--- config.mk ---
export PLATFORM = sky130hd
export DESIGN_NAME = ms_display_driver
export DESIGN_NICKNAME = d
export VERILOG_FILES = /design/src/rtl/ms_display_pkg.sv /design/src/rtl/ms_display_driver_seg7.sv /design/src/rtl/ms_display_driver.sv
export SDC_FILE = /design/constraint.sdc
export NUM_CORES = 1
export LEC_CHECK = 0
export ABC_AREA = 0
export CAP_MARGIN = 10
export CORE_ASPECT_RATIO = 1.25
export CORE_UTILIZATION = 50
export DETAILED_ROUTE_END_ITERATION = 6
export MAX_ROUTING_LAYER = met4
export PLACE_DENSITY = 0.68
export SLEW_MARGIN = 0
export SYNTH_ARGS = -nofsm -noshare
export SYNTH_HDL_FRONTEND = slang
export SYNTH_SLANG_ARGS = --single-unit
--- constraint.sdc ---
create_clock -name clk -period 2.4 [get_ports clk]
set_input_delay 0.72 -clock clk [delete_from_list [all_inputs] [get_ports clk]]
set_output_delay 0.72 -clock clk [all_outputs]
set_load 0.01 [all_outputs]
--- src/rtl/ms_display_pkg.sv ---
// Shared types and constants for the millisecond display driver:
// conversion FSM states, active-low 7-segment patterns and the
// saturation limit helper.
package ms_display_pkg;

    typedef enum logic [1:0] {
        IDLE  = 2'd0,
        SHIFT = 2'd1,
        LOAD  = 2'd2
    } state_e;

    // Active-low segment patterns, bit order {g,f,e,d,c,b,a}
    localparam logic [6:0] SEG_BLANK = 7'h7F;
    localparam logic [6:0] SEG_0     = 7'h40;
    localparam logic [6:0] SEG_1     = 7'h79;
    localparam logic [6:0] SEG_2     = 7'h24;
    localparam logic [6:0] SEG_3     = 7'h30;
    localparam logic [6:0] SEG_4     = 7'h19;
    localparam logic [6:0] SEG_5     = 7'h12;
    localparam logic [6:0] SEG_6     = 7'h02;
    localparam logic [6:0] SEG_7     = 7'h78;
    localparam logic [6:0] SEG_8     = 7'h00;
    localparam logic [6:0] SEG_9     = 7'h10;

    // Largest value representable on 'digits' decimal displays (10^digits - 1)
    function automatic longint unsigned max_val(input int digits);
        longint unsigned v;
        v = 1;
        for (int i = 0; i < digits; i++) begin
            v = v * 10;
        end
        return v - 1;
    endfunction

endpackage

--- src/rtl/ms_display_driver_seg7.sv ---
// Combinational BCD nibble to active-low 7-segment pattern.
// Non-decimal nibbles show blank.
module seg7_decoder
    import ms_display_pkg::*;
(
    input  logic [3:0] bcd_i,
    output logic [6:0] seg_o
);

    // Lookup of the segment pattern for one decimal digit
    always_comb begin
        seg_o = SEG_BLANK;
        case (bcd_i)
            4'd0:    seg_o = SEG_0;
            4'd1:    seg_o = SEG_1;
            4'd2:    seg_o = SEG_2;
            4'd3:    seg_o = SEG_3;
            4'd4:    seg_o = SEG_4;
            4'd5:    seg_o = SEG_5;
            4'd6:    seg_o = SEG_6;
            4'd7:    seg_o = SEG_7;
            4'd8:    seg_o = SEG_8;
            4'd9:    seg_o = SEG_9;
            default: seg_o = SEG_BLANK;
        endcase
    end

endmodule

--- src/rtl/ms_display_driver.sv ---
// Samples the stopwatch millisecond count every REFRESH_DIV clocks,
// converts it to BCD with a bit-serial double-dabble and drives six
// active-low 7-segment displays. Values above 10^DIGITS-1 saturate
// and raise overflow.
module ms_display_driver
    import ms_display_pkg::*;
#(
    parameter int WIDTH       = 20,
    parameter int DIGITS      = 6,
    parameter int REFRESH_DIV = 50000
) (
    input  logic             clk,
    input  logic             reset_n,
    input  logic [WIDTH-1:0] ms_count,
    output logic [6:0]       hex0,
    output logic [6:0]       hex1,
    output logic [6:0]       hex2,
    output logic [6:0]       hex3,
    output logic [6:0]       hex4,
    output logic [6:0]       hex5,
    output logic             overflow,
    output logic             conv_done
);

    localparam int TW = (REFRESH_DIV > 1) ? $clog2(REFRESH_DIV) : 1;
    localparam int CW = $clog2(WIDTH + 1);
    localparam int BW = 4 * DIGITS;
    localparam longint unsigned MAX_VAL = max_val(DIGITS);

    logic [TW-1:0]       timer_q;
    logic                tick;
    state_e              state_q;
    logic [WIDTH-1:0]    bin_q;
    logic [BW-1:0]       bcd_q;
    logic [CW-1:0]       cnt_q;
    logic                ovf_pend_q;
    logic                overflow_q;
    logic                conv_done_q;
    logic [6:0]          hex_q [6];

    logic                over_range;
    logic [BW-1:0]       bcd_adj_d;
    logic [BW+WIDTH-1:0] shift_d;
    logic [6:0]          seg_w [6];

    assign tick       = (timer_q == TW'(REFRESH_DIV - 1));
    assign over_range = (64'(ms_count) > MAX_VAL);

    // Free-running refresh timer; terminal count is the sample tick
    always_ff @(posedge clk or negedge reset_n) begin
        if (!reset_n) begin
            timer_q <= '0;
        end else if (tick) begin
            timer_q <= '0;
        end else begin
            timer_q <= timer_q + TW'(1);
        end
    end

    // Add-3 correction on every BCD nibble that is 5 or more before shifting
    always_comb begin
        bcd_adj_d = bcd_q;
        for (int n = 0; n < DIGITS; n++) begin
            if (bcd_q[4*n +: 4] >= 4'd5) begin
                bcd_adj_d[4*n +: 4] = bcd_q[4*n +: 4] + 4'd3;
            end
        end
    end

    assign shift_d = {bcd_adj_d, bin_q} << 1;

    // One decoder per digit; displays beyond DIGITS stay blank
    for (genvar gi = 0; gi < 6; gi++) begin : g_seg
        if (gi < DIGITS) begin : g_dec
            seg7_decoder u_seg (
                .bcd_i (bcd_q[4*gi +: 4]),
                .seg_o (seg_w[gi])
            );
        end else begin : g_blank
            assign seg_w[gi] = SEG_BLANK;
        end
    end

    // Conversion FSM: capture on tick, WIDTH shift cycles, then load displays
    always_ff @(posedge clk or negedge reset_n) begin
        if (!reset_n) begin
            state_q     <= IDLE;
            bin_q       <= '0;
            bcd_q       <= '0;
            cnt_q       <= '0;
            ovf_pend_q  <= 1'b0;
            overflow_q  <= 1'b0;
            conv_done_q <= 1'b0;
            for (int i = 0; i < 6; i++) begin
                hex_q[i] <= SEG_BLANK;
            end
        end else begin
            conv_done_q <= 1'b0;
            case (state_q)
                IDLE: begin
                    if (tick) begin
                        if (over_range) begin
                            bin_q      <= WIDTH'(MAX_VAL);
                            ovf_pend_q <= 1'b1;
                        end else begin
                            bin_q      <= ms_count;
                            ovf_pend_q <= 1'b0;
                        end
                        bcd_q   <= '0;
                        cnt_q   <= CW'(WIDTH);
                        state_q <= SHIFT;
                    end
                end
                SHIFT: begin
                    bcd_q <= shift_d[BW+WIDTH-1:WIDTH];
                    bin_q <= shift_d[WIDTH-1:0];
                    cnt_q <= cnt_q - CW'(1);
                    if (cnt_q == CW'(1)) begin
                        state_q <= LOAD;
                    end
                end
                LOAD: begin
                    for (int i = 0; i < 6; i++) begin
                        hex_q[i] <= seg_w[i];
                    end
                    overflow_q  <= ovf_pend_q;
                    conv_done_q <= 1'b1;
                    state_q     <= IDLE;
                end
                default: state_q <= IDLE;
            endcase
        end
    end

    assign hex0      = hex_q[0];
    assign hex1      = hex_q[1];
    assign hex2      = hex_q[2];
    assign hex3      = hex_q[3];
    assign hex4      = hex_q[4];
    assign hex5      = hex_q[5];
    assign overflow  = overflow_q;
    assign conv_done = conv_done_q;

endmodule

==> qor.yml <==
grt_pass1_wl_mm: 21.4
r2r-end: "bin_q[1]$_DFFE_PN0P_"
ant_nets: 0
syn_area_um2: 6040
yosys.area.top_type: "dfrtp_1"
wirelength_mm: 12.5
cts_buffers: 9
syn_inst: 633
synthTopCellsByArea: "dfrtp_1 (29%), dfstp_2 (18%), ha_1 (7.5%), o21ai_0 (5.8%), nand2_1 (5.7%)"
ys_warn_count: 0
fp-row-count: 44
syn_to_final_growth_pct: 19.7
leakage_nw: 2.96
slew_headroom_pct: 61.4
hp-class: "in -> async"
rsz0062_at_grt: "no"
worstPathRequired_ps: 2640
path_clk_slew_ps: 70
dp_hpwl_mm: 8.92
syn_nets: 691
largest_register_ffs: 24
wire_per_inst_um: 14.7
fmax_mhz: 438
largestRegisters: "bcd_q x24, bin_q x20, timer_q x16"
finalSetupViolCount: 0
num-nets-final: 743
clock-sinks: 112
core_um2: 11700
finalPower_mw: 3.52
grt_max_degree: 51
grt_overflow: 0
synth_edf_count: 0
postCtsHoldBufs: 0
worst_slew_pin_slew_ps: 580
outcome: "complete, no violations"
intPower_mw: 2.80
port_buffers: 65
antenna_cells: 0
synth_top_cells_by_count: "nand2_1 (91), dfrtp_1 (70), o21ai_0 (70), dfstp_2 (42), ha_1 (36)"
drt_first_pass_iters: 4
period_needed_ps: 2280
swShare_pct: 20.5
cts-root-buf: "clkbuf_16"
antenna_found_initial: 0
grtUsageTotal_pct: 22.0
die_width_um: 100
cp-start-kind: "flip-flop"
critical_path_class: "reg -> reg"
yosysMostFrequentCell: "nand2_1"
synth_top_area_share_pct: 29.0
synth_flop_cell: "dfrtp_1"
seqPwrFrac_pct: 53.8
endpoint: "bin_q[1]$_DFFE_PN0P_"
avgViaCountPerCell: 5.51
ys_ff_latch: 112
clockBufferDepth: 2
netlist-cell-type-count: 47
r2r_start: "timer_q[12]$_DFF_PN0_"
post-route-period-util_pct: 95.1
grt_pass1_vias: 4532
r2r_cells: 6
final_max_slew_viol_count: 0
clkLatencyLatePin_ps: 350
drt_iter0_drc: 182
synthArstFlopShare_pct: 100
irDropWorstVdd_v: 0.000324
drive_above_1_share_pct: 13.2
fin_area_um2: 7230
comb_power_share_pct: 2.7
regMostFlops: "bcd_q"
cp_data_arrival_time_ps: 2520
r2r_slack_ps: 120
io_pins: 66
finalHoldViolCount: 0
drv_cap: 0
die_y_um: 125
crit_path_end_kind: "flip-flop"
critPathMaxFanout: 22
p_switching_mw: 0.720
htree_levels: 3
drc: 0
cts_tree: "built"
initial_utilization_pct: 51.7
syn_area_per_cell_um2: 9.54
synth-seq-area-share_pct: 47.3
die-area_um2: 12500
placed_area_um2: 6910
powerDensity_nw_per_um2: 486
clkPwrFrac_pct: 43.5
gp_congestion: 0.844
vias: 4693
skew_ps: 8.13
startpoint: "timer_q[12]$_DFF_PN0_"
worst max-delay path, stage by stage (launching register included):
cell and delay, ps:
dfrtp_1 420, or4_1 600, nor4_4 360, buf_12 210, nand4_1 120, buf_4 190
o221a_2 250
worst min path at each step:
stage | startpoint | to | slack (ps) | depth (start not counted)
floorplan | reset_n | bcd_q[0]$_DFFE_PN0P_ | 420 | 0
finish | reset_n | bcd_q[16]$_DFFE_PN0P_ | 290 | 1
CTS | reset_n | bcd_q[18]$_DFFE_PN0P_ | 290 | 1
detailed placement | hex1[2]$_DFFE_PN1P_ | hex1[2]$_DFFE_PN1P_ | 460 | 2
global placement | hex5[2]$_DFFE_PN1P_ | hex5[2]$_DFFE_PN1P_ | 460 | 2
global route | reset_n | bcd_q[18]$_DFFE_PN0P_ | 310 | 1
layout by cell type, fill, tap and decap left out, drive strengths merged, types with 24 or more instances in the layout:
cell            n
a21oi          34
clkdlybuf4s50  64
dfrtp          70
dfstp          42
ha             36
inv            36
nand2          91
nor2           27
o21ai          70
o22ai          24
power by group through the flow:
| stage | clock network, mW | registers [mW] | logic (mW) |
|---|---|---|---|
| floorplan | 0 | 1.92 | 0.0107 |
| global placement | 0 | 1.92 | 0.0969 |
| detailed placement | 0 | 1.92 | 0.0986 |
| CTS | 1.57 | 1.89 | 0.0986 |
| global route | 1.64 | 1.89 | 0.108 |
| finish | 1.53 | 1.89 | 0.0950 |
stage by stage:
step / hold WS [ps] / util, % / setup WS [ps] / setup TNS, ps / instances
3_5_place_dp: 464 / 59.2 / -57.0 / -315 / 834
4_1_cts: 291 / 61.8 / 27.8 / 0 / 850
3_3_place_gp: 461 / 59.2 / -25.5 / -174 / 834
5_1_grt: 312 / 61.9 / 34.8 / 0 / 851
6_report: 291 / 61.9 / 119 / 0 / 851
2_1_floorplan: 424 / - / 282 / 0 / 633
routing by layer:
metal | part of all wire (%) | global-route usage, %
met1 | 45 | 27.4
met2 | 52 | 36.9
met3 | 2.5 | 3.09
met4 | 0.55 | 6.56
met5 | 0 | -
cell families after synthesis:
kind of cell	Yosys count	share of synthesized area [%]
and+or+nand+nor	182	14.4
adders and majority gates	36	7.46
buffers and inverters	74	4.85
xor gates and xnor gates	19	2.76
muxes	26	4.52
AOI/OAI and AO/OA	184	18.8
DFF	112	47.3
repair_timing:
item	4_1_cts	5_1_grt
endpoints found under the setup margin	0	13
hold endpoints to repair	0	0
buffers inserted	0	1
gates resized for setup	0	1
area by class of cell:
class                   instances  area (um^2)
clock buffers                  11          253
fillers                      1012         4440
multi-input cells             447         2900
clock inverters                 5         53.8
flip-flops and latches        112         2860
repair buffers                 80          836
well taps                     161          201
inverters                      35          131
Note: power is estimated with default switching activity, not from simulation.
